==> config.mk <==
export PLATFORM = sky130hd
export DESIGN_NAME = mw_load_store_unit
export DESIGN_NICKNAME = d
export VERILOG_FILES = /design/src/rtl/mw_load_store_unit.sv
export SDC_FILE = /design/constraint.sdc
export NUM_CORES = 1
export LEC_CHECK = 0
export ABC_CLOCK_PERIOD_IN_PS = 5800
export BUFFER_PORTS_ARGS = -buffer_cell sky130_fd_sc_hd__buf_4
export CAP_MARGIN = 20
export CORE_MARGIN = 8
export CORE_UTILIZATION = 48
export CTS_CLUSTER_DIAMETER = 50
export DETAILED_ROUTE_END_ITERATION = 7
export PLACE_DENSITY_LB_ADDON = 0.12
export SLEW_MARGIN = 0
export SYNTH_ARGS = -nofsm -noshare
export SYNTH_HDL_FRONTEND = slang
export SYNTH_SLANG_ARGS = --single-unit
export TNS_END_PERCENT = 20
==> constraint.sdc <==
create_clock -name clk -period 5.8 [get_ports clk]
set_clock_uncertainty 0.1 [all_clocks]
set_input_delay 0.58 -clock clk [delete_from_list [all_inputs] [get_ports clk]]
set_output_delay 0.58 -clock clk [all_outputs]
set_load 0.02 [all_outputs]
==> src/rtl/mw_load_store_unit.sv <==
// Memory/writeback-stage load/store unit for the 3-stage RV32I pipeline.
// Issues one req/ack data-memory access per load/store, formats load data,
// picks writeback data and freezes the MW stage while an access is in flight.
module mw_load_store_unit #(
  parameter int unsigned TIMEOUT_CYCLES = 16
) (
  input  logic        clk,
  input  logic        rst,
  input  logic [6:0]  InstF_MW_opcode,
  input  logic [2:0]  InstF_MW_funct3,
  input  logic [1:0]  wb_selMW,
  input  logic        reg_wrMW,
  input  logic [31:0] alu_resultMW,
  input  logic [31:0] rs2_dataMW,
  input  logic [31:0] pc_plus4MW,
  input  logic [31:0] csr_rdataMW,
  input  logic        dmem_ack,
  input  logic [31:0] dmem_rdata,
  output logic        dmem_req,
  output logic        dmem_we,
  output logic [31:0] dmem_addr,
  output logic [31:0] dmem_wdata,
  output logic [3:0]  dmem_wmask,
  output logic        Stall_MW,
  output logic [31:0] wb_data,
  output logic        reg_wr_en,
  output logic        lsu_err
);

  localparam int unsigned CntW = $clog2(TIMEOUT_CYCLES + 1);

  localparam logic [1:0] StIdle = 2'd0;
  localparam logic [1:0] StWait = 2'd1;
  localparam logic [1:0] StDone = 2'd2;

  localparam logic [6:0] OpLoad  = 7'b0000011;
  localparam logic [6:0] OpStore = 7'b0100011;

  logic [1:0]      state_q, state_d;
  logic            req_q, req_d;
  logic            we_q, we_d;
  logic [31:0]     addr_q, addr_d;
  logic [31:0]     wdata_q, wdata_d;
  logic [3:0]      wmask_q, wmask_d;
  logic [CntW-1:0] cnt_q, cnt_d;
  logic [31:0]     load_q, load_d;
  logic [2:0]      funct3_q, funct3_d;
  logic [1:0]      off_q, off_d;
  logic            tmo_q, tmo_d;

  logic            is_load, is_store, f3_legal, aligned, issue_ok;
  logic [31:0]     fmt_data;
  logic [7:0]      byte_sel;
  logic [15:0]     half_sel;
  logic [CntW-1:0] cnt_inc;
  logic            stall_c, reg_wr_c, err_c;
  logic [31:0]     wb_c;

  // Decode legality and alignment of the MW-stage instruction.
  always_comb begin
    is_load  = (InstF_MW_opcode == OpLoad);
    is_store = (InstF_MW_opcode == OpStore);
    f3_legal = 1'b0;
    if (is_load) begin
      f3_legal = (InstF_MW_funct3 == 3'b000) || (InstF_MW_funct3 == 3'b001) ||
                 (InstF_MW_funct3 == 3'b010) || (InstF_MW_funct3 == 3'b100) ||
                 (InstF_MW_funct3 == 3'b101);
    end else if (is_store) begin
      f3_legal = (InstF_MW_funct3 == 3'b000) || (InstF_MW_funct3 == 3'b001) ||
                 (InstF_MW_funct3 == 3'b010);
    end
    case (InstF_MW_funct3[1:0])
      2'b00:   aligned = 1'b1;
      2'b01:   aligned = ~alu_resultMW[0];
      2'b10:   aligned = (alu_resultMW[1:0] == 2'b00);
      default: aligned = 1'b0;
    endcase
    issue_ok = (is_load || is_store) && f3_legal && aligned;
  end

  // Extract and extend the addressed lane of the returned word.
  always_comb begin
    byte_sel = dmem_rdata[{off_q, 3'b000} +: 8];
    half_sel = dmem_rdata[{off_q[1], 4'b0000} +: 16];
    case (funct3_q)
      3'b000:  fmt_data = {{24{byte_sel[7]}}, byte_sel};
      3'b100:  fmt_data = {24'd0, byte_sel};
      3'b001:  fmt_data = {{16{half_sel[15]}}, half_sel};
      3'b101:  fmt_data = {16'd0, half_sel};
      3'b010:  fmt_data = dmem_rdata;
      default: fmt_data = 32'd0;
    endcase
  end

  // FSM next state, bus register updates and per-state control outputs.
  always_comb begin
    state_d  = state_q;
    req_d    = req_q;
    we_d     = we_q;
    addr_d   = addr_q;
    wdata_d  = wdata_q;
    wmask_d  = wmask_q;
    cnt_d    = cnt_q;
    load_d   = load_q;
    funct3_d = funct3_q;
    off_d    = off_q;
    tmo_d    = tmo_q;
    stall_c  = 1'b0;
    reg_wr_c = 1'b0;
    err_c    = 1'b0;
    cnt_inc  = cnt_q + 1'b1;
    case (state_q)
      StIdle: begin
        if (is_load || is_store) begin
          if (issue_ok) begin
            stall_c  = 1'b1;
            req_d    = 1'b1;
            we_d     = is_store;
            addr_d   = {alu_resultMW[31:2], 2'b00};
            funct3_d = InstF_MW_funct3;
            off_d    = alu_resultMW[1:0];
            cnt_d    = '0;
            tmo_d    = 1'b0;
            load_d   = 32'd0;
            wmask_d  = 4'b0000;
            wdata_d  = 32'd0;
            if (is_store) begin
              case (InstF_MW_funct3[1:0])
                2'b00: begin
                  wmask_d = 4'b0001 << alu_resultMW[1:0];
                  wdata_d = {4{rs2_dataMW[7:0]}};
                end
                2'b01: begin
                  wmask_d = 4'b0011 << {alu_resultMW[1], 1'b0};
                  wdata_d = {2{rs2_dataMW[15:0]}};
                end
                default: begin
                  wmask_d = 4'b1111;
                  wdata_d = rs2_dataMW;
                end
              endcase
            end
            state_d = StWait;
          end else begin
            err_c = 1'b1;
          end
        end else begin
          reg_wr_c = reg_wrMW;
        end
      end
      StWait: begin
        stall_c = 1'b1;
        if (dmem_ack) begin
          load_d  = we_q ? 32'd0 : fmt_data;
          req_d   = 1'b0;
          cnt_d   = '0;
          state_d = StDone;
        end else if (cnt_inc == CntW'(TIMEOUT_CYCLES)) begin
          load_d  = 32'd0;
          req_d   = 1'b0;
          cnt_d   = '0;
          tmo_d   = 1'b1;
          state_d = StDone;
        end else begin
          cnt_d = cnt_inc;
        end
      end
      StDone: begin
        reg_wr_c = reg_wrMW & ~we_q & ~tmo_q;
        err_c    = tmo_q;
        tmo_d    = 1'b0;
        state_d  = StIdle;
      end
      default: state_d = StIdle;
    endcase
  end

  // Writeback source select; load data is only meaningful in DONE.
  always_comb begin
    case (wb_selMW)
      2'b00:   wb_c = alu_resultMW;
      2'b01:   wb_c = (state_q == StDone) ? load_q : 32'd0;
      2'b10:   wb_c = pc_plus4MW;
      default: wb_c = csr_rdataMW;
    endcase
  end

  // State and bus registers; reset drops any outstanding request immediately.
  always_ff @(posedge clk or posedge rst) begin
    if (rst) begin
      state_q  <= StIdle;
      req_q    <= 1'b0;
      we_q     <= 1'b0;
      addr_q   <= 32'd0;
      wdata_q  <= 32'd0;
      wmask_q  <= 4'b0000;
      cnt_q    <= '0;
      load_q   <= 32'd0;
      funct3_q <= 3'b000;
      off_q    <= 2'b00;
      tmo_q    <= 1'b0;
    end else begin
      state_q  <= state_d;
      req_q    <= req_d;
      we_q     <= we_d;
      addr_q   <= addr_d;
      wdata_q  <= wdata_d;
      wmask_q  <= wmask_d;
      cnt_q    <= cnt_d;
      load_q   <= load_d;
      funct3_q <= funct3_d;
      off_q    <= off_d;
      tmo_q    <= tmo_d;
    end
  end

  // Combinational outputs are forced quiet while reset is held.
  always_comb begin
    dmem_req   = req_q;
    dmem_we    = we_q;
    dmem_addr  = addr_q;
    dmem_wdata = wdata_q;
    dmem_wmask = wmask_q;
    Stall_MW   = stall_c & ~rst;
    reg_wr_en  = reg_wr_c & ~rst;
    lsu_err    = err_c & ~rst;
    wb_data    = rst ? 32'd0 : wb_c;
  end

endmodule

# Yosys cells after proc, flatten, opt, wreduce, memory -nomap -nowiden
# Cells that the tools add are included.
classes:
  multipliers: 0
  bitwise: 9
  eq_ne: 22
  add_sub_neg: 1
  order_cmp: 0
  shifts: 4
  div_mod_pow: 0
  mux: 45
  reduce_logical: 20
ops:
  columns: ["cell", "count"]
  rows:
  - ["two-way mux 32 bit", 8]
  - ["case mux 32 bit (5 select lines)", 1]
  - ["case mux 32 bit (2 select lines)", 2]
  - ["case mux 32 bit (3 select lines)", 1]
  - ["indexed part select 32 x 6 -> 16 bit", 1]
  - ["indexed part select 32 x 6 -> 8 bit", 1]
  - ["two-way mux 5 bit", 4]
  - ["two-way mux 1 bit", 15]
  - ["== test 3 bit (second input constant)", 4]
  - ["case mux 5 bit (2 select lines)", 1]
  - ["AND reduction 3 bit", 3]
  - ["zero test 2 bit", 4]
  - ["two-way mux 2 bit", 4]
  - ["inequality test 2 bit (second input constant)", 4]
  - ["case mux 1 bit (2 select lines)", 4]
  - ["case mux 4 bit (2 select lines)", 1]
  - ["== test 7 x 2 -> 1 bit (second input constant)", 1]
  - ["== test 7 x 6 -> 1 bit (second input constant)", 1]
  - ["== test 2 x 1 -> 1 bit (second input constant)", 3]
  - ["== test 2 bit (second input constant)", 3]
  - ["== test 3 x 1 -> 1 bit (second input constant)", 2]
  - ["== test 3 x 2 -> 1 bit (second input constant)", 2]
  - ["zero test 3 bit", 2]
  - ["case mux 1 bit (3 select lines)", 2]
  - ["15 further kinds", 27]
word_totals:
  in_bits: 176
  ram_bits: 0
  latchBits: 0
  memories: 0
  out_inout_bits: 105
  register_bits: 113
  romBits: 0

# Longest topological paths before layout
# Gate-level depths: netlist of run 1.
depth:
  word_depth: 12
  depth_mapped: 7
  mapped_depth_nobuf: 5

# Least setup slack after synthesis of run 1
# OpenSTA, ideal clock, no wires.
synth_path:
  path_type: "input to output"
  from: "input rst"
  to: "output wb_data[22]"
  setup_slack_ns: 0.044
  cell_stages: 4
  t_arrival_ns: 5.076
  path_buffers: 1
  required_ns: 5.120
  cell_sequence: "inv_1 clkbuf_1 o21ai_0 a31oi_1"
synth_via:
  elab_chain_len: 1
synth_rtl:
  columns: ["item", "line", "source"]
  rows:
  - ["from (decl)", "8", "input logic rst,"]
  - ["two-way mux 32 bit", "227", "wb_data = rst ? 32'd0 : wb_c;"]
  - ["to (decl)", "25", "output logic [31:0] wb_data,"]
# No other way between the ends.

# Worst setup path in the final report of run 1
layout_path:
  from: "input wb_selMW[1]"
  to: "output wb_data[13]"
layout_via:
  elab_chain_len: 3
layout_rtl:
  columns: ["item", "line", "source"]
  rows:
  - ["from (decl)", "11", "input logic [1:0] wb_selMW,"]
  - ["== test 2 bit, or another cell as far along", "180", "case (wb_selMW)"]
  - ["case mux 32 bit (3 select lines) (*)", "180", null]
  - ["two-way mux 32 bit (*)", "227", null]
# Mark *: on every way between the ends. The rest lies on a longest branch, timed or not.

==> run_results.csv, run 1 <==
group,metric,value,unit
outcome,status,"finished, final reports clean",
sta,worst_slew_pin_slew,1.07,ns
sta,setup_violations,0,
global_routing,grt_usage,0.248,
finish,n_antenna_cell,0,
routing,vias_per_cell,5.60,
floorplanning,die-width,132,um
yosys,yosysMostFrequentCell,"nand2_1",
floorplanning,rows,42,
yosys,yosys.area.top_type,"dfrtp_1",
power,leakagePower,0.00464,uW
place,gp_congestion,0.844,
cts,postCtsSetupBuffers,0,
global_routing,grt_pass1_vias,6774,
global_routing,antenna_found_initial,0,
run,max_cap_viol_count,0,
floorplanning,dieArea,0.0175,mm2
power,power_density,273,mW/mm2
floorplanning,coreArea,0.0132,mm2
cts,cts.repair.resized,0,
power,peakVddDrop,0.183,mV
routing,drt-pass1-iter-count,5,
place,dpl.hpwl,16.3,mm
routing,ant_nets,0,
critical_path,start_kind,"input pin",
critical_path,cp_max_fo,52,
routing,drc,0,
global_routing,gr-total-overflow,0,
place,placed_area,0.00861,mm2
critical_path,crit_path_start,"wb_selMW[1]",
routing,routed_wirelength,22.0,mm
finish,ff_latch_area,0.00283,mm2
floorplanning,die_h,132,um
finish,multi_input_area,0.00341,mm2
cts,htree_levels,4,
yosys,syn-instance-count,705,
critical_path,timing.rr.start,"state_q[1]",
yosys,synth_area,0.00648,mm2
critical_path,worstPathArrival,2.44,ns
routing,drt-wirelength-per-cell,19.4,um
yosys,synth_top_area_frac,0.436,
finish,fin_nets,1126,
routing,vias,6372,
finish,syn2layout_area_growth,42.1,%
yosys,syn_avg_cell_area,9.19,um2
cts,clk_pin_slew_worst_paths,0.05,ns
sta,maxSlewHeadroom,0.285,
place,io_buffer_count,278,
floorplanning,initial_utilization,0.490,
floorplanning,ios,281,
cts,clock_path_buffers,2,
sta,max_freq,321,MHz
hold_path,hp-class,"input pin to asynchronous set/reset pin",
yosys,ys_types,49,
sta,fin_crit,3.12,ns
routing,first_iter_violations,464,
yosys,synthArstFlopShare,1.00,
yosys,synth-seq-cells,113,
cts,clkLatencyLatePin,0.41,ns
cts,hold_buffers,0,
sta,final_max_slew_viol_count,0,
critical_path,path_class,"input pin to output port",
yosys,synth_edf_count,0,
global_routing,grt_max_degree,84,
finish,final_area,0.00921,mm2
cts,cts_tree,"done",
yosys,synth_commonest_cells,"nand2_1 (148), o21ai_0 (120), dfrtp_1 (113)",
cts,cts_root_buf,"clkbuf_16",
critical_path,critPathRequiredTime,5.12,ns
cts,numCtsBuffers,17,
finish,fillers,1047,
sta,hold_viol_final,0,
yosys,ys_seq_area_frac,0.436,
sta,rsz0062_at_grt,"no",
sta,period_share,0.537,
global_routing,grt_pass1_wl,35.5,mm
yosys,yosys-top-cells-area,"dfrtp_1 (44%), o21ai_0 (9.3%), nand2_1 (8.6%)",
yosys,ys_warn_count,0,
sta,final.setup.tns,0,ns
yosys,synth_top_flop_cell,"dfrtp_1",
critical_path,end_kind,"output port",
cts,clock-sinks,113,
finish,drive_gt1_frac,0.411,
## path summary, 6_finish.rpt
kind,endpoint,slack (ns),depth (start not counted)
max,wb_data[13],2.68,5
min,tmo_q,0.20,2
max reg2reg,dmem_addr[6],3.39,3
min reg2reg,load_q[11],0.38,1
max in group asynchronous,dmem_wmask[1],4.47,3
min in group clk,dmem_addr[31],0.30,2
## critical path, cell delays in order
cell and delay [ns]:
buf_4 0.40, nand2_1 0.70, o21ai_0 0.44, a31oi_1 0.10, buf_4 0.18
## per-layer routing
layer	vias up	global-route usage	share of wire
met5	-	0	0
met4	0	0.0972	0.020
met3	34	0.0655	0.066
met1	3050	0.294	0.41
met2	270	0.422	0.50
li1	3018	-	-
## stage by stage
stage                     hold slack, ns   util  setup slack (ns)  total power [uW]  cells
after floorplan                    0.349      -            0.0438              1220    706
after global placement             0.361  0.650              2.52              1460   1106
after detailed placement           0.367  0.650              2.45              1470   1106
after CTS                          0.201  0.695              2.76              2530   1137
after global routing               0.231  0.695              2.55              2620   1137
final                              0.196  0.695              2.68              2510   1137
## registers in the layout, summed over array words and instances (netlist names)
signal and count:
funct3_q 3, dmem_we 1, cnt_q 5, dmem_wmask 4, tmo_q 1, dmem_req 1
dmem_wdata 32, off_q 2, load_q 32, state_q 2, dmem_addr 30
## final cells by class
cell class,count,share of cell area
Inverter,4,0.00217
Clock buffer,27,0.0579
Tap cell,176,0.0239
Sequential cell,113,0.307
Clock inverter,4,0.00761
Timing Repair Buffer,284,0.232
Multi-Input combinational cell,529,0.370
## power by group
group / internal (uW) / switching [uW] / leakage [uW]
logic: 271 / 272 / 0.00280
registers: 863 / 56.8 / 0.00154
clock network: 708 / 341 / 0.000299
## cells in the final DEF, fill, tap and decap left out, drive strengths merged, types with 3 or more instances in the layout
| cell | synthesis | routed |
|---|---|---|
| a22oi | 7 | 7 |
| nor3 | 4 | 4 |
| nand3 | 3 | 3 |
| o2bb2ai | 7 | 7 |
| a21o | 26 | 26 |
| a21oi | 28 | 28 |
| inv | 4 | 4 |
| nor2 | 14 | 14 |
| buf | 10 | 284 |
| nor2b | 5 | 5 |
| a22o | 3 | 3 |
| a222oi | 8 | 8 |
| o21ai | 121 | 121 |
| a31oi | 32 | 32 |
| clkbuf | 50 | 27 |
| nand2 | 148 | 148 |
| dfrtp | 113 | 113 |
| mux2i | 13 | 13 |
| or3b | 17 | 17 |
| nand2b | 5 | 5 |
| mux2 | 60 | 60 |
## cell families (layout without fill, tap and decap cells)
group                    count (synthesis)  in the layout  synth area share
buffers and inverters                   64            319            0.0442
other                                    1              2          0.000578
adder cells (fa/ha/maj)                  1              1           0.00193
flip-flops                             113            113             0.436
AO/OA/AOI/OAI                          241            241             0.222
XOR/XNOR                                 1              1           0.00135
AND/OR/NAND/NOR                        211            211             0.150
multiplexers                            73             73             0.145
Note: power is estimated with default switching activity, not from simulation.
==> inputs of run 2 (changes only) <==
Settings changed: ABC_CLOCK_PERIOD_IN_PS 5800 to 2800, CORE_UTILIZATION 48 to 44.
Clock period 5.8 ns to 2.8 ns, I/O delays scaled along.
==> run 2 against run 1 <==
  * Worst hold slack got worse by 0.18 ns
  * Clock-buffer cell count is 9 lower
  * Cell count rose by 3.8%
  * Highest routed layer unchanged
  * Critical path depth did not move
==> run_results.csv, run 2 (same netlist as run 1, synthesis figures left out) <==
group,metric,value,unit
floorplanning,die_h,137,um
place,io_buffer_count,278,
routing,drt-pass1-iter-count,5,
power,combPwrFrac,0.219,
sta,hold_viol_final,0,
critical_path,end_kind,"output port",
critical_path,critPathRequiredTime,2.42,ns
floorplanning,ios,281,
critical_path,path_class,"flip-flop to output port",
sta,period_share,0.875,
critical_path,start_kind,"flip-flop",
cts,clock-sinks,113,
sta,worst_slack,0.351,ns
place,place_ws,0.469,ns
power,swShare,0.275,
cts,numCtsBuffers,17,
cts,htree_levels,4,
power,power,5330,uW
critical_path,cp_slowest_cell,"dfrtp_1",
routing,vias_per_cell,5.43,
power,p_seq_frac,0.357,
critical_path,cp_common_cell,"buf_4",
global_routing,use_met2,0.384,
place,dpl.hpwl,17.0,mm
power,power_frac_clock,0.424,
finish,final_common_cell,"buf_4",
finish,syn2layout_area_growth,47.5,%
power,leakagePower,0.00480,uW
sta,final.setup.tns,0,ns
routing,first_iter_violations,330,
power,peakVddDrop,0.415,mV
finish,n_antenna_cell,0,
global_routing,grt_pass1_vias,6450,
global_routing,gr-total-overflow,0,
cts,cts_tree,"done",
critical_path,worstPathArrival,2.07,ns
routing,drc,0,
global_routing,top_usage_layer,"met2",
critical_path,worstPathCellList,"nor4bb_4 > buf_4 > nand2_1 > a31oi_1 > buf_4",
cts,cts.repair.resized,0,
sta,max_freq,408,MHz
global_routing,antenna_found_initial,0,
sta,setup_violations,0,
cts,clkLatencyLatePin,0.41,ns
floorplanning,die-width,137,um
power,p_sw,1460,uW
finish,fillers,1270,
finish,fin_nets,1160,
cts,cts_root_buf,"clkbuf_16",
routing,vias,6402,
run,max_cap_viol_count,0,
global_routing,grt_use_met3,0.0791,
floorplanning,rows,44,
sta,fin_crit,2.45,ns
sta,rsz0062_at_grt,"no",
cts,clock_path_buffers,2,
floorplanning,initial_utilization,0.448,
global_routing,grt_max_degree,70,
routing,ant_nets,0,
critical_path,max_stage_delay,0.52,ns
power,power_density,557,mW/mm2
routing,routed_wirelength,22.7,mm
floorplanning,dieArea,0.0189,mm2
outcome,status,"finished, final reports clean",
floorplanning,coreArea,0.0145,mm2
critical_path,cp_max_fo,32,
global_routing,grt_pass1_wl,35.0,mm
sta,maxSlewHeadroom,0.408,
power,p_int,3860,uW
place,gp_congestion,0.809,
global_routing,met1_usage,0.297,
finish,drive_gt1_frac,0.415,
hold_path,hp-class,"input pin to flip-flop",
sta,worst_slew_pin_slew,0.886,ns
sta,final_max_slew_viol_count,0,
global_routing,grt_usage,0.238,
cts,clk_pin_slew_worst_paths,0.05,ns
finish,layout_common_cells,"buf_4 (297), nand2_1 (148), o21ai_0 (120), dfrtp_1 (113), mux2_4 (35)",
routing,drt-wirelength-per-cell,19.2,um
==> run 2: final cells by class <==
class | count | area (um2) | share of cell area
multi-input combinational | 529 | 3410 | 0.356
timing repair buffer | 318 | 2460 | 0.257
inverter | 4 | 20.0 | 0.00209
sequential | 113 | 2830 | 0.296
tap | 184 | 230 | 0.0241
clock buffer | 18 | 429 | 0.0449
clock inverter | 14 | 189 | 0.0198
==> run 2: through the flow <==
step,cells,util,hold slack [ns],cell area [um2]
after floorplan,706,-,0.321,6490
after global placement,1129,0.605,0.291,8750
after detailed placement,1129,0.605,0.286,8750
after CTS,1180,0.660,0.000695,9560
after global routing,1180,0.660,0.00162,9560
final,1180,0.660,0.0178,9560
==> run 2: worst paths after layout <==
kind                                  startpoint        endpoint  slack [ns]  cells past startpoint
worst max-delay path                  state_q[1]      wb_data[7]        0.35                      5
worst min-delay path            alu_resultMW[22]   dmem_addr[22]        0.02                      2
worst max register to register        state_q[1]       load_q[2]        0.55                      5
worst min register to register        load_q[16]      load_q[16]        0.37                      1
max in group asynchronous                    rst  dmem_wdata[12]        1.35                      4
min in group asynchronous                    rst   dmem_addr[27]        0.40                      3
==> run 2: repair_timing <==
| action | in CTS | in global routing |
|---|---|---|
| hold endpoints to repair | 48 | 0 |
| buffers inserted | 0 | 0 |
| hold buffers | 19 | 0 |
==> run 2: power by group through the flow <==
stage	Combinational, uW	Sequential, uW	Clock [uW]
2_1_floorplan	526	2000	0
3_3_place_gp	1130	1920	0
3_5_place_dp	1150	1920	0
4_1_cts	1170	1900	2300
5_1_grt	1260	1920	2380
6_report	1170	1900	2260
==> run 2: critical path: cells and delay by family (launching register included) <==
kind	cells	cell delay [ns]
AOI/OAI and AO/OA	1	0.17
buffers and inverters	2	0.53
DFF	1	0.52
and+or+nand+nor	2	0.43
==> run 2: layer usage <==
metal | routed length (um) | vias up
met5 | 0 | -
met4 | 242 | 0
met3 | 2170 | 18
met2 | 11000 | 244
met1 | 9280 | 3059
li1 | - | 3081
